File: src/rtl/serial_adder_pkg.sv
// Shared definitions for the bit-serial adder.
//   state_e       : controller states (IDLE, RUN)
//   SA_WIDTH_DEF  : default operand width
//   cnt_width()   : bit-position counter width for a given operand width
package serial_adder_pkg;

  typedef enum logic {
    IDLE = 1'b0,
    RUN  = 1'b1
  } state_e;

  localparam int unsigned SA_WIDTH_DEF = 8;

  function automatic int unsigned cnt_width(input int unsigned width);
    return (width > 1) ? $clog2(width) : 1;
  endfunction

endpackage

File: src/rtl/full_adder1.sv
// One-bit gate-level full-adder cell.
//   a, b, cin : addend bits and carry-in
//   sum       : a ^ b ^ cin
//   cout      : majority(a, b, cin)
module full_adder1 (
  input  logic a,
  input  logic b,
  input  logic cin,
  output logic sum,
  output logic cout
);

  logic axb;
  logic ab;
  logic cx;

  xor g_x0 (axb, a, b);
  xor g_x1 (sum, axb, cin);
  and g_a0 (ab, a, b);
  and g_a1 (cx, axb, cin);
  or  g_o0 (cout, ab, cx);

endmodule

File: src/rtl/serial_adder.sv
// Bit-serial adder: {cout,sum} = a + b + cin, one bit per clock, LSB first,
// through a single shared full-adder cell.
//   clk, rst       : clock, synchronous active-high reset
//   start          : request, honoured only while idle
//   a, b, cin      : operands, captured on an accepted start
//   busy           : high while bits are being resolved
//   done           : one-cycle pulse when sum/cout update
//   sum, cout      : result, held between completions
module serial_adder
  import serial_adder_pkg::*;
#(
  parameter int unsigned WIDTH = SA_WIDTH_DEF
) (
  input  logic             clk,
  input  logic             rst,
  input  logic             start,
  input  logic [WIDTH-1:0] a,
  input  logic [WIDTH-1:0] b,
  input  logic             cin,
  output logic             busy,
  output logic             done,
  output logic [WIDTH-1:0] sum,
  output logic             cout
);

  localparam int unsigned     CW       = cnt_width(WIDTH);
  localparam logic [CW-1:0]   CNT_LAST = CW'(WIDTH - 1);

  state_e           state_q;
  logic [WIDTH-1:0] a_sh_q;
  logic [WIDTH-1:0] b_sh_q;
  // Only WIDTH-1 partial bits need storing: the final bit goes straight
  // from the cell into sum on the completion edge.
  logic [WIDTH-2:0] acc_q;
  logic             carry_q;
  logic [CW-1:0]    cnt_q;
  logic [WIDTH-1:0] sum_q;
  logic             cout_q;
  logic             done_q;

  logic             bit_s;
  logic             carry_d;
  logic [WIDTH-1:0] acc_d;

  full_adder1 u_fa (
    .a    (a_sh_q[0]),
    .b    (b_sh_q[0]),
    .cin  (carry_q),
    .sum  (bit_s),
    .cout (carry_d)
  );

  assign acc_d = {bit_s, acc_q};

  always_ff @(posedge clk) begin
    if (rst) begin
      state_q <= IDLE;
      a_sh_q  <= '0;
      b_sh_q  <= '0;
      acc_q   <= '0;
      carry_q <= 1'b0;
      cnt_q   <= '0;
      sum_q   <= '0;
      cout_q  <= 1'b0;
      done_q  <= 1'b0;
    end else begin
      done_q <= 1'b0;
      case (state_q)
        IDLE: begin
          if (start) begin
            a_sh_q  <= a;
            b_sh_q  <= b;
            carry_q <= cin;
            cnt_q   <= '0;
            state_q <= RUN;
          end
        end
        RUN: begin
          carry_q <= carry_d;
          a_sh_q  <= a_sh_q >> 1;
          b_sh_q  <= b_sh_q >> 1;
          acc_q   <= acc_d[WIDTH-1:1];
          cnt_q   <= cnt_q + 1'b1;
          if (cnt_q == CNT_LAST) begin
            sum_q   <= acc_d;
            cout_q  <= carry_d;
            done_q  <= 1'b1;
            cnt_q   <= '0;
            state_q <= IDLE;
          end
        end
        default: state_q <= IDLE;
      endcase
    end
  end

  assign busy = (state_q == RUN);
  assign done = done_q;
  assign sum  = sum_q;
  assign cout = cout_q;

endmodule

File: config.mk
export PLATFORM = sky130hd
export DESIGN_NAME = serial_adder
export DESIGN_NICKNAME = d
export VERILOG_FILES = /design/src/rtl/serial_adder_pkg.sv /design/src/rtl/full_adder1.sv /design/src/rtl/serial_adder.sv
export SDC_FILE = /design/constraint.sdc
export NUM_CORES = 1
export LEC_CHECK = 0
export CAP_MARGIN = 20
export CORE_ASPECT_RATIO = 1.2
export CORE_MARGIN = 5
export CORE_UTILIZATION = 25
export DETAILED_ROUTE_END_ITERATION = 6
export SETUP_SLACK_MARGIN = 0.3
export SKIP_CTS_REPAIR_TIMING = 1
export SLEW_MARGIN = 25
export SYNTH_ARGS = -nofsm -noshare
export SYNTH_HDL_FRONTEND = slang
export SYNTH_SLANG_ARGS = --single-unit
File: constraint.sdc
create_clock -name clk -period 1.5 [get_ports clk]
set_input_delay 0.15 -clock clk [delete_from_list [all_inputs] [get_ports clk]]
set_output_delay 0.15 -clock clk [all_outputs]
set_load 0.02 [all_outputs]
# Word-level counts from Yosys, hierarchy flattened
# Index checks and enable logic that the tools add are counted.
word_totals:
  ff_bits: 38
  inputBits: 20
  out_inout_bits: 11
  word_cells: 33
classes:
  n_addsub: 1
  eq_ne: 2
  n_mux: 13
  n_bitwise: 6
  reduce_logical: 2
ops:
  columns: ["operator", "count"]
  rows:
  - ["$pmux W8 S2", 2]
  - ["$mux W8", 2]
  - ["$mux W3", 2]
  - ["$pmux W3 S2", 1]
  - ["$mux W1", 4]
  - ["$pmux W1 S2", 2]
  - ["$add A3 B1 Y3 const B", 1]
  - ["$eq A3 B3 Y1 const B", 1]
  - ["$and A1 B1 Y1", 2]
  - ["$ne A2 B2 Y1 const B", 1]
  - ["$reduce_and A2 Y1", 1]
  - ["$reduce_or A2 Y1", 1]
  - ["$xor A1 B1 Y1", 2]
  - ["$not A1 Y1", 1]
  - ["$or A1 B1 Y1", 1]

# Longest topological paths before layout
depth:
  ltp_word: 4
  depth_mapped: 6
  depth_no_buf: 4

# By module
# A second synthesis with hierarchy kept.
hier_totals:
  cells_unflattened: 160
  hier_area_um2: 1644.1
by_module_without_submodules:
  columns: ["mod", "instances", "cells_per_inst", "area_each_um2", "seq_area_each_um2"]
  rows:
  - ["serial_adder", 1, 159, 1624.1, 760.7]
  - ["full_adder1", 1, 1, 20.0, 0.0]

# Worst setup path after synthesis
# Ideal clock, no wire load.
synth_timing:
  kind: "flip-flop to flip-flop"
  start: "register cnt_q[0]"
  end: "register sum_q[4] (netlist: sum[4])"
  setup_time_ps: 71
  arrival_ps: 1303
  t_required_ps: 1429
  path_slack_ps: 127
  stages_incl_launch_ff: 7
  path_buffers: 2
  period_less_slack_ps: 1373
  cell_sequence: "dfxtp_1 -> ha_1 -> ha_1 -> buf_2 -> buf_2 -> a21bo_2 -> a21oi_1"
synth_via:
  elab_chain_len: 2
synth_rtl:
  columns: ["item", "line_no", "rtl"]
  rows:
  - ["start, declared", "serial_adder.sv:36", "logic [CW-1:0] cnt_q;"]
  - ["start signal, assigned", "serial_adder.sv:83", "cnt_q <= cnt_q + 1'b1;"]
  - ["$eq A3 B3 Y1", "serial_adder.sv:84", "if (cnt_q == CNT_LAST) begin"]
  - ["$reduce_and A2 Y1 (no source line)", null, null]
  - ["end signal, assigned", "serial_adder.sv:63", "sum_q <= '0;"]
  - ["end signal, assigned", "serial_adder.sv:85", "sum_q <= acc_d;"]
  - ["end, declared", "serial_adder.sv:37", "logic [WIDTH-1:0] sum_q;"]
# Every way passes these cells.
# A chain may end at the register's enable or synchronous reset.

# Worst setup path in the final report
layout_timing:
  start: "register cnt_q[0]"
  end: "register cnt_q[0]"
layout_via:
  elab_chain_len: 3
  word_cells_on_any_way: 4
  cone_classes: "add/sub: 1; eq/ne: 1; mux: 2"
layout_rtl:
  columns: ["item", "line_no", "rtl"]
  rows:
  - ["$add A3 B1 Y3 / $eq A3 B3 Y1 (equally long branches)", "serial_adder.sv:83, serial_adder.sv:84", null]
  - ["$mux W3 *", "serial_adder.sv:84", null]
  - ["$pmux W3 S2 *", "serial_adder.sv:68", "case (state_q)"]
# Mark *: on every way between the ends. The rest lies on a longest branch, timed or not.

==> results.cfg <==
[run_status]
status = complete, no violations

[global_route]
overflow = 0
grt_pass1_vias = 1115
grt_pass1_wl_um = 5490
grt_max_degree = 50
antenna_found_initial = 0
gr-usage-all-layers_pct = 8.13

[die]
rows = 32
die_w_um = 84.1
coreArea_mm2 = 0.00641
die_area_mm2 = 0.00832
initial_core_util_pct = 25.7
dieHeight_um = 98.9
ioPinCount = 31

[layout]
post-route-util_pct = 36.0
layout_commonest_cell = dfxtp_1
nNetsFinal = 217
area_growth_pct = 40.0
drive_above_1_share_pct = 21.6
mostFrequentLayoutCells = dfxtp_1, mux2i_1, clkdlybuf4s50_1
antennaDiodeCount = 0

[cts]
h-tree-depth = 2
cts_tree = built
cts_max_path_buffers = 2
clkSinkCount = 38
numCtsBuffers = 5
clockRootBuffer = clkbuf_8
clk_pin_slew_ns = 0.08
clk_latency_ns = 0.29

[timing]
fin_crit_sh_pct = 80.1
period_needed_ns = 1.20
max_freq_mhz = 833
worstMarginPinSlew_ns = 0.245
slew_violations = 0
whs_ns = 0.479
finClkSkew_ns = 0.00807
setup_viol = 0
rsz0062_at_grt = true
finalHoldViolations = 0
slew_headroom_pct = 83.6

[yosys]
synth_xor_area_share_pct = 0
synth_top_family_by_area = compound AO/OA/AOI/OAI gates
yosysUniqueCellTypes = 21
yosysTopAreaCell = dfxtp_1
yosysSeqAreaShare_pct = 46.2
ys_warn_count = 0
yosys.area_share.simple_pct = 14.4
synth_area_leaders = dfxtp_1, mux2i_1, a211oi_1
synth_compound_area_share_pct = 16.3
synthAdderAreaFrac_pct = 3.50
synth_top_area_share_pct = 46.2
synth.net_count = 185
netlist_area_mm2 = 0.00165
netlist_instances = 161
muxShareOfSynthArea_pct = 14.6
ys_seq_elements = 38
synth_area_per_cell_um2 = 10.2

[worst_setup_path]
cp.depth = 4
crit_path_end = cnt_q[0]$_SDFFE_PP0P_
slowest_stage = dfxtp_2
crit_required_ns = 1.71
r2r_end = cnt_q[0]$_SDFFE_PP0P_
end_kind = register
reg2regPathDepth = 4
crit_path_start = cnt_q[0]$_SDFFE_PP0P_
crit_fanout = 3
startpoint_type = register
worstReg2RegStart = cnt_q[0]$_SDFFE_PP0P_
worstPathBufferInverterCount = 0
r2r_setup_slack_ns = 0.30
crit_chain = ha_4 -> ha_2 -> or3b_1 -> a21oi_1
crit_arrival_ns = 1.41
slowest_delay_ns = 0.34
crit_family = flip-flops
critPathKind = register to register

[routing]
drc = 0
wl_um = 3680
routedWlPerCell_um = 13.2
drt_iter0_drc = 68
num_vias = 1249
ant_nets = 0
routed_via_density = 4.48
first_pass_iters = 2

[power_and_ir_drop]
pwr-share-seq_pct = 51.1
swShare_pct = 25.1
p_int_uw = 1610
leakage_uw = 0.00105
power_frac_clock_pct = 33.8
power_density_mw_per_mm2 = 930
p_comb_share_pct = 15.1
ir_worst_vdd_mv = 0.494
p_switching_uw = 538
total_power_uw = 2140

[flow_run]
drv_cap = 0

[placed_design]
portBuffers = 30
hpwl_um = 2150
place_congestion = 0.691

[min_path]
hp-start = acc_q[0]$_SDFFE_PP0P_
hold_class = register to register
## tightest hold or removal path: cells and delay by family, from the launching register on
family | cells | cell delay [ns]
DFF | 1 | 0.32
AOI/OAI and AO/OA | 1 | 0.05
and+or+nand+nor | 1 | 0.06
## synth_stat cells
library cell and number:
a211oi_1 15, a21bo_2 9, a21oi_1 13, buf_1 1
buf_2 6, buf_4 3, buf_6 1, clkbuf_1 3
dfxtp_1 38, fa_1 1, ha_1 3, inv_1 1
mux2i_1 24, nand2_1 3, nand2b_1 2, nand3_1 9
nor2_1 8, nor2b_1 15, nor3_1 2, or3b_1 3
or3b_2 1
## power groups by stage
| stage | combinational [uW] | sequential [uW] | clock, uW |
|---|---|---|---|
| after floorplan | 174 | 1110 | 0 |
| after global placement | 267 | 1120 | 0 |
| after detailed placement | 270 | 1120 | 0 |
| after CTS | 270 | 1090 | 747 |
| after global routing | 351 | 1100 | 797 |
| final | 324 | 1100 | 724 |
## logic make-up after synthesis
| logic type | count (synthesis) |
|---|---|
| compound gates | 37 |
| flops | 38 |
| buf+inv | 15 |
| fa+ha+maj | 4 |
| mux | 24 |
| simple gates | 43 |
## layout make-up
cell class | count | area [um^2]
multi-input cells | 108 | 871
fillers | 665 | 4100
inverters | 1 | 7.51
well taps | 85 | 106
clock inverters | 2 | 12.5
flip-flops and latches | 38 | 767
clock buffers | 6 | 82.6
repair inverters | 1 | 7.51
repair buffers | 38 | 452
## worst min-delay path by stage
stage | end | cells past startpoint
global placement | sum[0]$_SDFFE_PP0P_ | 2
global route | sum[0]$_SDFFE_PP0P_ | 2
CTS | sum[0]$_SDFFE_PP0P_ | 2
detailed placement | sum[0]$_SDFFE_PP0P_ | 2
finish | sum[0]$_SDFFE_PP0P_ | 2
floorplan | cnt_q[0]$_SDFFE_PP0P_ | 2
## layer usage
layer / vias up / share of wire [%] / global-route usage (%) / routed length (um)
met4: 0 / 1.1 / 2.97 / 40
met1: 581 / 50 / 10.8 / 1820
met5: - / 0 / 0 / 0
met2: 27 / 45 / 11.7 / 1650
met3: 5 / 4.6 / 3.43 / 171
li1: 636 / - / - / -
## sequential cells by signal (all words and copies together), names as in the netlist
name and flops:
a_sh_q 8, acc_q 7, b_sh_q 8, busy 1, carry_q 1, cnt_q 3
cout 1, done 1, sum 8
## through the flow
stage / setup WS, ns / cells / area, um^2 / TNS [ns]
after floorplan: 0.291 / 161 / 1690 / 0
after global placement: 0.106 / 267 / 2060 / 0
after detailed placement: 0.107 / 267 / 2060 / 0
after CTS: -0.00397 / 275 / 2160 / -0.00397
after global routing: 0.259 / 279 / 2310 / 0
final: 0.299 / 279 / 2310 / 0
(Power assumes the default switching activity.)
